$ cat src/rtl/jtframe_ram_upload.sv
// Serves SDRAM contents to the io controller byte by byte during a RAM upload (ioctl_ram high).
// Optional macro JTFRAME_UPLOAD_PREFETCH_EN adds a second buffer that prefetches the following word.
module jtframe_ram_upload #(
    parameter logic [1:0]  BA        = 2'd0,
    parameter logic [24:0] OFFSET    = 25'd0,
    parameter int          RAM_BYTES = 8192
)(
    input  logic        clk,
    input  logic        rst,
    input  logic        ioctl_ram,
    input  logic [24:0] ioctl_addr,
    output logic [7:0]  ioctl_data2sd,
    output logic        data_ok,
    output logic [21:0] prog_addr,
    output logic [1:0]  prog_ba,
    output logic        prog_rd,
    input  logic        prog_ack,
    input  logic        prog_rdy,
    input  logic [15:0] sdram_dout
);
    localparam logic [24:0] WIN_BYTES = 25'(RAM_BYTES);

    typedef enum logic [2:0] {IDLE, REQ, WAIT, PF_REQ, PF_WAIT} state_t;
    state_t state, state_nx;

    logic [24:0] rel;
    logic [21:0] word;
    logic        in_range;
    logic        ram_l;
    logic        drop;
    logic        keep;
    logic        hit;
    logic [15:0] hit_buf;

    logic [15:0] buf_a;
    logic [21:0] tag_a;
    logic        valid_a;
    logic        hit_a;
    logic        issue_req;
    logic        fill_a;

    assign rel      = ioctl_addr - OFFSET;
    assign word     = rel[22:1];
    assign in_range = (ioctl_addr >= OFFSET) && (rel < WIN_BYTES);
    assign prog_ba  = BA;

    // Buffers are ignored on the first cycle of a session, before the invalidation lands.
    assign hit_a = valid_a && ram_l && (tag_a == word);
    // Read data is only kept if the session that issued it is still the current one.
    assign keep  = ioctl_ram && ram_l && !drop;

`ifdef JTFRAME_UPLOAD_PREFETCH_EN
    localparam logic [21:0] WIN_WORDS = 22'((RAM_BYTES + 1) / 2);

    logic [15:0] buf_b;
    logic [21:0] tag_b;
    logic        valid_b;
    logic        hit_b;
    logic [21:0] pf_word;
    logic        pf_pend;
    logic        issue_pf;
    logic        fill_b;
    logic        swap;

    assign hit_b   = valid_b && ram_l && (tag_b == word);
    assign hit     = hit_a || hit_b;
    assign hit_buf = hit_a ? buf_a : buf_b;
`else
    assign hit     = hit_a;
    assign hit_buf = buf_a;
`endif

    always_ff @(posedge clk) begin
        if (rst) state <= IDLE;
        else     state <= state_nx;
    end

    always_comb begin
        state_nx  = state;
        issue_req = 1'b0;
        fill_a    = 1'b0;
`ifdef JTFRAME_UPLOAD_PREFETCH_EN
        issue_pf  = 1'b0;
        fill_b    = 1'b0;
        swap      = 1'b0;
`endif
        case (state)
            IDLE: begin
                if (ioctl_ram && ram_l && in_range && !hit) begin
                    issue_req = 1'b1;
                    state_nx  = REQ;
                end
`ifdef JTFRAME_UPLOAD_PREFETCH_EN
                else if (ioctl_ram && ram_l && in_range && hit_b && !hit_a) begin
                    swap = 1'b1;
                end else if (ioctl_ram && ram_l && pf_pend && (pf_word < WIN_WORDS)) begin
                    issue_pf = 1'b1;
                    state_nx = PF_REQ;
                end
`endif
            end
            REQ: begin
                // ack and rdy together: the access is complete in one step
                if (prog_ack) begin
                    if (prog_rdy) begin
                        fill_a   = 1'b1;
                        state_nx = IDLE;
                    end else begin
                        state_nx = WAIT;
                    end
                end
            end
            WAIT: begin
                if (prog_rdy) begin
                    fill_a   = 1'b1;
                    state_nx = IDLE;
                end
            end
`ifdef JTFRAME_UPLOAD_PREFETCH_EN
            PF_REQ: begin
                if (prog_ack) begin
                    if (prog_rdy) begin
                        fill_b   = 1'b1;
                        state_nx = IDLE;
                    end else begin
                        state_nx = PF_WAIT;
                    end
                end
            end
            PF_WAIT: begin
                if (prog_rdy) begin
                    fill_b   = 1'b1;
                    state_nx = IDLE;
                end
            end
`endif
            default: state_nx = IDLE;
        endcase
    end

    always_ff @(posedge clk) begin
        if (rst) begin
            ram_l         <= 1'b0;
            drop          <= 1'b0;
            prog_rd       <= 1'b0;
            prog_addr     <= '0;
            buf_a         <= '0;
            tag_a         <= '0;
            valid_a       <= 1'b0;
            ioctl_data2sd <= 8'h00;
            data_ok       <= 1'b0;
`ifdef JTFRAME_UPLOAD_PREFETCH_EN
            buf_b         <= '0;
            tag_b         <= '0;
            valid_b       <= 1'b0;
            pf_word       <= '0;
            pf_pend       <= 1'b0;
`endif
        end else begin
            ram_l <= ioctl_ram;

            // A session edge while an access is in flight marks its result as stale.
            if (state == IDLE)           drop <= 1'b0;
            else if (ioctl_ram != ram_l) drop <= 1'b1;

            // prog_addr only moves on issue, so it is stable for the whole handshake.
            if (issue_req) begin
                prog_addr <= word;
                prog_rd   <= 1'b1;
            end
`ifdef JTFRAME_UPLOAD_PREFETCH_EN
            else if (issue_pf) begin
                prog_addr <= pf_word;
                prog_rd   <= 1'b1;
                pf_pend   <= 1'b0;
            end
`endif
            else if (prog_rd && prog_ack) begin
                prog_rd <= 1'b0;
            end

            if (fill_a && keep) begin
                buf_a   <= sdram_dout;
                tag_a   <= prog_addr;
                valid_a <= 1'b1;
`ifdef JTFRAME_UPLOAD_PREFETCH_EN
                pf_pend <= 1'b1;
                pf_word <= prog_addr + 22'd1;
`endif
            end

`ifdef JTFRAME_UPLOAD_PREFETCH_EN
            if (fill_b && keep) begin
                buf_b   <= sdram_dout;
                tag_b   <= prog_addr;
                valid_b <= 1'b1;
            end
            if (swap) begin
                buf_a   <= buf_b;
                tag_a   <= tag_b;
                valid_a <= 1'b1;
                valid_b <= 1'b0;
                pf_pend <= 1'b1;
                pf_word <= tag_b + 22'd1;
            end
`endif

            if (ioctl_ram != ram_l) begin
                valid_a <= 1'b0;
`ifdef JTFRAME_UPLOAD_PREFETCH_EN
                valid_b <= 1'b0;
                pf_pend <= 1'b0;
`endif
            end

            if (!ioctl_ram) begin
                data_ok <= 1'b0;
            end else if (!in_range) begin
                ioctl_data2sd <= 8'hFF;
                data_ok       <= 1'b1;
            end else if (hit) begin
                ioctl_data2sd <= rel[0] ? hit_buf[15:8] : hit_buf[7:0];
                data_ok       <= 1'b1;
            end else begin
                data_ok <= 1'b0;
            end
        end
    end

endmodule

$ cat config.mk
export PLATFORM = sky130hd
export DESIGN_NAME = jtframe_ram_upload
export DESIGN_NICKNAME = d
export VERILOG_FILES = /design/src/rtl/jtframe_ram_upload.sv
export SDC_FILE = /design/constraint.sdc
export NUM_CORES = 1
export LEC_CHECK = 0
export CAP_MARGIN = 20
export CORE_MARGIN = 3
export CORE_UTILIZATION = 51
export CTS_BUF_LIST = sky130_fd_sc_hd__clkbuf_4 sky130_fd_sc_hd__clkbuf_8
export DETAILED_ROUTE_END_ITERATION = 8
export HOLD_SLACK_MARGIN = 0.15
export PLACE_DENSITY = 0.89
export SETUP_SLACK_MARGIN = 0.4
export SLEW_MARGIN = 20
export SYNTH_ARGS = -nofsm -noshare
export SYNTH_HDL_FRONTEND = slang
export SYNTH_SLANG_ARGS = --single-unit
$ cat constraint.sdc
create_clock -name clk -period 2.5 [get_ports clk]
set_input_delay 0.5 -clock clk [delete_from_list [all_inputs] [get_ports clk]]
set_output_delay 0.5 -clock clk [all_outputs]
set_load 0.005 [all_outputs]
==> results of run 1 <==
worst paths after layout:
kind                     startpoint                            end  depth (start not counted)
max                   ioctl_addr[8]  ioctl_data2sd[7]$_SDFFE_PP0P_                          7
min          buf_a[12]$_SDFFE_PP0P_         buf_a[12]$_SDFFE_PP0P_                          2
max reg2reg        ram_l$_SDFF_PP0_  ioctl_data2sd[7]$_SDFFE_PP0P_                          6
min reg2reg  buf_a[12]$_SDFFE_PP0P_         buf_a[12]$_SDFFE_PP0P_                          2
metal layers:
layer  wire length (um)  vias to the layer above  GRT usage
met5                  0                        -          0
met4                537                        0      0.124
met3                712                       66     0.0544
met2               5010                      198      0.415
met1               3890                     1527      0.302
li1                   -                     1478          -
power by group through the flow:
stage                     Sequential, mW  Clock [mW]  Combinational, mW
final                               1.21       0.902              0.246
after global routing                1.21       0.954              0.257
after CTS                           1.21       0.905              0.226
after detailed placement            1.24           0              0.200
after global placement              1.24           0              0.197
after floorplan                     1.24           0             0.0718
worst register-to-register path, cell delays in order, from the launching register on:
cell and delay, ns:
dfxtp_1 0.38, nand2_1 0.08, nor4_1 0.35, nand4_1 0.28, buf_2 0.27, o41ai_1 0.49
a21oi_2 0.07
logic make-up (layout without fill, tap and decap cells):
| family | Yosys count | after routing | share of synthesized area |
|---|---|---|---|
| simple gates | 149 | 149 | 0.222 |
| xor+xnor | 22 | 22 | 0.0603 |
| fa+ha+maj | 4 | 4 | 0.0157 |
| buf+inv | 34 | 133 | 0.0439 |
| compound gates | 79 | 79 | 0.161 |
| flops | 75 | 75 | 0.470 |
| other cells | 1 | 2 | 0.00117 |
| mux | 8 | 8 | 0.0251 |
cell usage after synthesis, drive strengths merged, types with 2 or more instances:
library cell  instances  area, um^2
a21oi                47         235
a31o                  2        17.5
a32o                 12         120
and2                 10        62.6
buf                   7        38.8
clkbuf               19        71.3
dfxtp                75        1500
ha                    4        50.1
inv                   7        26.3
mux2i                 8        80.1
nand2                88         330
nand3                 2        10.0
nor2                 14        52.6
nor2b                12        75.1
nor3                  5        25.0
nor4                  9        83.8
o21ai                 3        15.0
o22ai                 2        18.8
o41ai                 8        70.1
or4b                  2        20.0
xor2                 22         193
stage by stage:
stage	TNS, ns	setup WS, ns	util
floorplan	0	0.491	-
global placement	-0.829	-0.0460	0.690
detailed placement	-1.81	-0.0949	0.690
CTS	0	0.359	0.748
global route	0	0.316	0.775
finish	0	0.259	0.775
registers in the layout, summed over array words and instances, names as in the netlist, 2 cells and up:
| signal | flops |
|---|---|
| buf_a | 16 |
| ioctl_data2sd | 8 |
| state | 2 |
| tag_a | 22 |
| prog_addr | 22 |
final cells by class:
type                            instances  area [um^2]  share of cell area
Tap cell                               75         93.8              0.0202
Multi-Input combinational cell        264         1690               0.364
Clock buffer                           11          145              0.0312
Clock inverter                          3         40.0             0.00862
Timing Repair Buffer                  111         1150               0.247
Inverter                                8         30.0             0.00646
Sequential cell                        75         1500               0.323
timing repair:
item / in CTS / in global routing
endpoints found under the setup margin: 69 / 33
setup buffers: 6 / 3
resized for setup: 15 / 35
pin swaps: 2 / 14
cloned: 2 / 2
==> results.cfg, run 1 <==
[drt]
antenna_left = 0
drc_errors = 0
wl_um = 10200
vias = 3269
drtIter0Drc = 330
drt-pass1-iter-count = 6
routedWlPerCell_um = 18.6
vias_per_cell = 5.98

[sta]
timing.slew.headroom = 0.511
max_freq_mhz = 446
timing.hold.ws_ns = 0.455
finClkSkew_ns = 0.0112
final_hold_viol_count = 0
min_period_ns = 2.24
fin_crit_sh = 0.896
rsz0062_at_grt = no
setup_viol = 0
drv_slew = 0
worst_slew_pin_slew_ns = 0.731

[floorplanning]
die_area_um2 = 7250
die-width_um = 85.1
initial_core_util = 0.533
core_area_um2 = 5990
die_h_um = 85.1
io_pins = 80
fp-row-count = 28

[status]
status = finished clean

[worst_setup_path]
path_buf_inv = 2
arrival_ns = 2.46
critPathRequiredTime_ns = 2.72
cp-end-kind = flop
cp_cell_sequence = clkdlybuf4s50_1 -> xor2_1 -> nor4_1 -> nand4_1 -> buf_2 -> o41ai_1 -> a21oi_2
r2r_setup_slack_ns = 0.45
cpLargestDelayFamily = buffers and inverters
path_max_fanout = 5
worstSetupPathType = input pin to flop
max_stage_delay_ns = 0.49
cp-start-kind = input pin
cp_slowest_cell = o41ai_1

[pwr]
switchingPower_mw = 0.536
combPwrFrac = 0.104
leakagePower_nw = 1.87
pwr-share-clk = 0.382
totalPowerFinal_mw = 2.36
ir_worst_vdd_uv = 551
seqPwrFrac = 0.514
power_density_nw_per_um2 = 508
intPower_mw = 1.82
netSwitchingFraction = 0.227

[cts]
cts_root_buf = clkbuf_8
cts_tree = yes
numCtsBuffers = 9
cts_buffer_depth = 2
clkSinkCount = 75
htree_num_levels = 3
cts_hold_buf = 0
clock_latency_ns = 0.35
clkTransAtPathRegs_ns = 0.07

[global_routing]
gr-total-overflow = 0
grt_pass1_wl_um = 14300
antenna_found_initial = 0
grt_start_max_net_pins = 32
first_global_vias = 2942
grt.total_usage = 0.249

[place]
hpwlAfterDp_um = 5690
dpl-instance-area_um2 = 4140
place.gp.congestion = 0.855
placed_cells = 520
io_buffers = 77

[synth]
netlist_area_um2 = 3190
syn-instance-count = 372
ys_types = 41
ys_ff_latch = 75
yosys_warnings = 0
ys_seq_area_frac = 0.470
synth.avg_cell_area_um2 = 8.58
synth-edff-count = 0
async_reset_ff_frac = 0
ys.flop_type = dfxtp_1

[worst_hold_path]
hold_class = flop to flop

[final_layout]
stdcell_count = 547
final_cell_mix = nand2_1, dfxtp_1, clkdlybuf4s50_1
syn_to_final_growth_pct = 45.5
final_common_cell = nand2_1
nNetsFinal = 519
num-fill-cells = 378
final_layout_size_suffix_gt1_frac = 0.155
postLayoutCellArea_um2 = 4650
diodes = 0

[job]
maxCapViolCount = 0
Power figures use the tool's default switching activity.
==> inputs of run 2 (changes only) <==
- ABC_AREA: unset -> 1
- ABC_CLOCK_PERIOD_IN_PS: unset -> 2500
==> run 2 against run 1 <==
Net effect:
- power up 5.3%
- synthesized cell count grew 24%
- largest power group unchanged
- worst setup slack improved by 0.23 ns
- wire length down 20%
- register-to-register slack improved by 0.31 ns
- cell area shrank 5.4%
- sequential share of layout area grew 1.8 points
- worst hold slack got worse by 0.0040 ns
- global-route usage down 2.5 points
- sequential cell count is the same
- critical path depth rose by 1
==> results.cfg, run 2 <==
[worst_hold_path]
holdPathStages = 2
hold_class = flop to flop

[synth]
ys.flop_type = dfxtp_1
netlist_area_um2 = 3340
synth_compound_area_frac = 0.193
netlist_top_cells_count = nand2_1, inv_1, dfxtp_1
async_reset_ff_frac = 0
ys_seq_area_frac = 0.449
yosys.area_share.adder = 0.0150
ys_types = 26
synth-edff-count = 0
synthMostInstantiatedCell = nand2_1
synth.avg_cell_area_um2 = 7.27
syn-instance-count = 460
synth_top_area_frac = 0.449
synth_top_cell_by_area = dfxtp_1
synth_top_family_by_area = simple AND/OR/NAND/NOR gates
synthTopCellsByArea = dfxtp_1, nand2_1, inv_1
synth-xor-area-share = 0.00262
synth-simple-area-share = 0.217
synth_mux_area_frac = 0
yosys_warnings = 0
ys_ff_latch = 75

[sta]
max_freq_mhz = 497
min_period_ns = 2.01
setup_viol = 0
fin_crit_sh = 0.805
finClkSkew_ns = 0.00901
drv_slew = 0
setup_tns_ns = 0
final_hold_viol_count = 0
rsz0062_at_grt = yes

[worst_setup_path]
cp-end-kind = flop
critPathRequiredTime_ns = 2.72
cp-start-kind = input pin
ff2ff_path_depth = 8
arrival_ns = 2.23
path_max_fanout = 35
worstSetupPathType = input pin to flop

[cts]
cts_root_buf = clkbuf_8
htree_num_levels = 3
numCtsBuffers = 9
cts_setup_buffers = 0
cts_hold_buf = 0
clkTransAtPathRegs_ns = 0.07
clock_latency_ns = 0.34
clkSinkCount = 75
cts_resized = 0
cts_buffer_depth = 2
cts_tree = yes

[final_layout]
final_layout_size_suffix_gt1_frac = 0.0836
syn_to_final_growth_pct = 31.5
final_cell_mix = nand2_1, inv_1, clkdlybuf4s50_1
diodes = 0
final_common_cell = nand2_1
nNetsFinal = 583
reg.largest.list = prog_addr: 22 flops, tag_a: 22 flops, buf_a: 16 flops
fin_util = 0.717

[drt]
vias_per_cell = 5.09
wl_um = 8170
antenna_left = 0
wl_met3_um = 479
drt-pass1-iter-count = 4
drtIter0Drc = 239
topRoutingLayerUsed = met4
routedWlPerCell_um = 13.3
dr_wl_met2_um = 4030
wl_met1_um = 3480
vias = 3119
drc_errors = 0

[floorplanning]
die-width_um = 87.0
die_h_um = 87.0
die_area_um2 = 7570
initial_core_util = 0.546
io_pins = 80
fp-row-count = 28
core_area_um2 = 6130

[global_routing]
grt_start_max_net_pins = 47
first_global_vias = 3036
grt.total_usage = 0.224
antenna_found_initial = 0
grt_pass1_wl_um = 13500
gr-total-overflow = 0

[place]
hpwlAfterDp_um = 5840
place.gp.congestion = 0.857
io_buffers = 77

[pwr]
power_density_nw_per_um2 = 565
leakagePower_nw = 1.84
ir_worst_vdd_uv = 378
totalPowerFinal_mw = 2.49

[status]
status = finished clean

[job]
maxCapViolCount = 0
## run 2: kinds of logic after synthesis
family                   after synthesis
adder cells (fa/ha/maj)                4
flip-flops                            75
AND/OR/NAND/NOR                      170
buffers and inverters                102
AO/OA/AOI/OAI                        107
other                                  1
XOR/XNOR                               1
## run 2: final cells by class
class	count	area, um^2
flip-flops and latches	75	1500
repair buffers	84	836
clock buffers	11	151
well taps	75	93.8
fillers	452	1730
multi-input cells	284	1440
clock inverters	5	75.1
inverters	79	297
## run 2: where the power goes
| part | switching (mW) | internal [mW] |
|---|---|---|
| Sequential | 0.00772 | 1.21 |
| Combinational | 0.108 | 0.115 |
| Clock | 0.437 | 0.612 |
| Total | 0.552 | 1.93 |
## run 2: critical path: stages
cell             delay (ns)
clkdlybuf4s50_1        0.50
nor4_4                 0.42
nand2_4                0.15
nor2_4                 0.15
nand3_4                0.09
buf_12                 0.18
nor2_1                 0.16
a211oi_2               0.06
## run 2: final timing paths
path	slack, ns	end	start
hold reg to reg	0.45	buf_a[3]$_SDFFE_PP0P_	buf_a[3]$_SDFFE_PP0P_
setup reg to reg	0.76	buf_a[11]$_SDFFE_PP0P_	state[1]$_SDFFE_PP0P_
hold / removal	0.45	buf_a[3]$_SDFFE_PP0P_	buf_a[3]$_SDFFE_PP0P_
setup / recovery	0.49	prog_addr[11]$_SDFFE_PP0P_	ioctl_addr[14]
## run 2: layer usage
layer,up-vias,GRT usage
met3,17,0.0341
met4,0,0.118
met5,-,0
met2,116,0.359
li1,1581,-
met1,1405,0.291
## run 2: metrics by stage
step	worst slack [ns]	std cells	instance area [um^2]	hold WS (ns)
floorplan	0.825	461	3350	0.424
global placement	0.259	597	4170	0.432
detailed placement	0.188	597	4170	0.437
CTS	0.507	613	4390	0.448
global route	0.378	613	4400	0.476
finish	0.488	613	4400	0.451
==> inputs of run 3 (changes only) <==
- ABC_CLOCK_PERIOD_IN_PS: 2500 -> 2000
- clock period: 2.5 -> 2 ns (I/O delays scaled with it)
==> run 3 against run 2 <==
Net effect:
- largest cell class is now multi-input gates
- critical path depth increased by 3
- power grew 29%
- global-route usage is 4.3 points higher
- highest routed layer unchanged
==> results.cfg, run 3 (synthesized netlist as in run 2, its figures left out) <==
[worst_setup_path]
crit_path_end = prog_addr[3]$_SDFFE_PP0P_
ff2ff_path_depth = 11
cp_slowest_cell = dfxtp_1
worstSetupPathType = flop to flop
cp-end-kind = flop
rr_endpoint = prog_addr[3]$_SDFFE_PP0P_
startpoint = tag_a[6]$_SDFFE_PP0P_
critPathRequiredTime_ns = 2.26
r2r_setup_slack_ns = 0.22
r2r-start = tag_a[6]$_SDFFE_PP0P_
path_max_fanout = 8
arrival_ns = 2.04
cp-start-kind = flop
cp.depth = 11
max_stage_delay_ns = 0.38
cpLargestDelayFamily = simple AND/OR/NAND/NOR gates
path_buf_inv = 2
cp_cell_sequence = inv_1 -> nand2_1 -> nand2_1 -> nor2_1 -> nand2_1 -> nor2_1 -> nand3_2 -> nand3_4 -> buf_12 -> nor2_1 -> a211oi_2

[drt]
drt-pass1-iter-count = 7
vias_per_cell = 5.76
routedWlPerCell_um = 18.8
vias = 3765
drc_errors = 0
antenna_left = 0
drtIter0Drc = 564
wl_um = 12300

[floorplanning]
die-width_um = 87.0
initial_core_util = 0.546
fp-row-count = 28
die_area_um2 = 7570
io_pins = 80
core_area_um2 = 6130
die_h_um = 87.0

[final_layout]
final_cell_mix = nand2_1, inv_1, nor2_1
diodes = 0
num-fill-cells = 321
syn_to_final_growth_pct = 53.3
reg.largest.list = prog_addr: 22 flops, tag_a: 22 flops, buf_a: 16 flops
final_common_cell = nand2_1
multiInputGateArea_um2 = 1590
final_layout_size_suffix_gt1_frac = 0.313
final-seq-area_um2 = 1550
nNetsFinal = 624

[place]
place.gp.congestion = 0.857
hpwlAfterDp_um = 6040
io_buffers = 77
place_ws_ns = -0.190

[cts]
cts_buffer_depth = 2
numCtsBuffers = 9
cts_tree = yes
clock_latency_ns = 0.37
clkTransAtPathRegs_ns = 0.09
cts_root_buf = clkbuf_8
clkSinkCount = 75
htree_num_levels = 3

[worst_hold_path]
hold_class = flop to flop
min_from = buf_a[1]$_SDFFE_PP0P_

[sta]
setup_viol = 0
rsz0062_at_grt = yes
max_freq_mhz = 562
min_period_ns = 1.78
fin_ws_ns = 0.221
final_hold_viol_count = 0
finClkSkew_ns = 0.0140
drv_slew = 0
fin_crit_sh = 0.890

[pwr]
ir_worst_vdd_uv = 844
totalPowerFinal_mw = 3.21
power_density_nw_per_um2 = 625
leakagePower_nw = 2.54

[global_routing]
grt_start_max_net_pins = 37
grt_pass1_wl_um = 15800
gr-total-overflow = 0
first_global_vias = 3387
grt.total_usage = 0.267
antenna_found_initial = 0

[job]
maxCapViolCount = 0

[status]
status = finished clean
## run 3: tightest hold or removal path: cells and delay by family (launching register included)
family | cells | cell delay (ns)
AO/OA/AOI/OAI | 1 | 0.06
buffers and inverters | 1 | 0.06
flip-flops | 1 | 0.30
## run 3: timing repair
item                       4_1_cts  5_1_grt
hold buffers                     0        0
buffers inserted                12        9
gates resized for setup         98      116
setup endpoints to repair      101       90
pin swaps                       19       25
cloned                           2        6
## run 3: metal layers
metal	global-route usage	routed length, um
met1	0.314	4630
met5	0	0
met2	0.445	5890
met3	0.0624	1120
met4	0.150	682
## run 3: power breakdown
| part | total, mW | leakage [nW] | internal [mW] | switching [mW] |
|---|---|---|---|---|
| Combinational | 0.320 | 1.81 | 0.147 | 0.173 |
| Sequential | 1.52 | 0.627 | 1.51 | 0.0118 |
| Clock | 1.37 | 0.108 | 0.737 | 0.630 |
| Total | 3.21 | 2.54 | 2.39 | 0.815 |
## run 3: final cells by class
class / instances / area share
Tap cell: 75 / 0.0183
Clock buffer: 10 / 0.0268
Inverter: 79 / 0.0598
Timing Repair Buffer: 125 / 0.265
Sequential cell: 75 / 0.303
Multi-Input combinational cell: 284 / 0.310
Clock inverter: 6 / 0.0173
## run 3: per-stage QoR
stage                     hold WS (ns)  TNS [ns]   util  std cells  area [um^2]
after floorplan                  0.424         0      -        461         3350
after global placement           0.434     -1.48  0.701        609         4300
after detailed placement         0.444     -4.63  0.701        609         4300
after CTS                        0.454         0  0.773        639         4740
after global routing             0.478         0  0.836        654         5130
final                            0.459         0  0.836        654         5130
## run 3: worst min path at each step
stage                     slack [ns]                          to  cells past startpoint
after global routing            0.48  prog_addr[20]$_SDFFE_PP0P_                      2
final                           0.46       buf_a[1]$_SDFFE_PP0P_                      2
after detailed placement        0.44       buf_a[6]$_SDFFE_PP0P_                      2
after CTS                       0.45       buf_a[6]$_SDFFE_PP0P_                      2
after floorplan                 0.42       buf_a[0]$_SDFFE_PP0P_                      2
after global placement          0.43       buf_a[3]$_SDFFE_PP0P_                      2
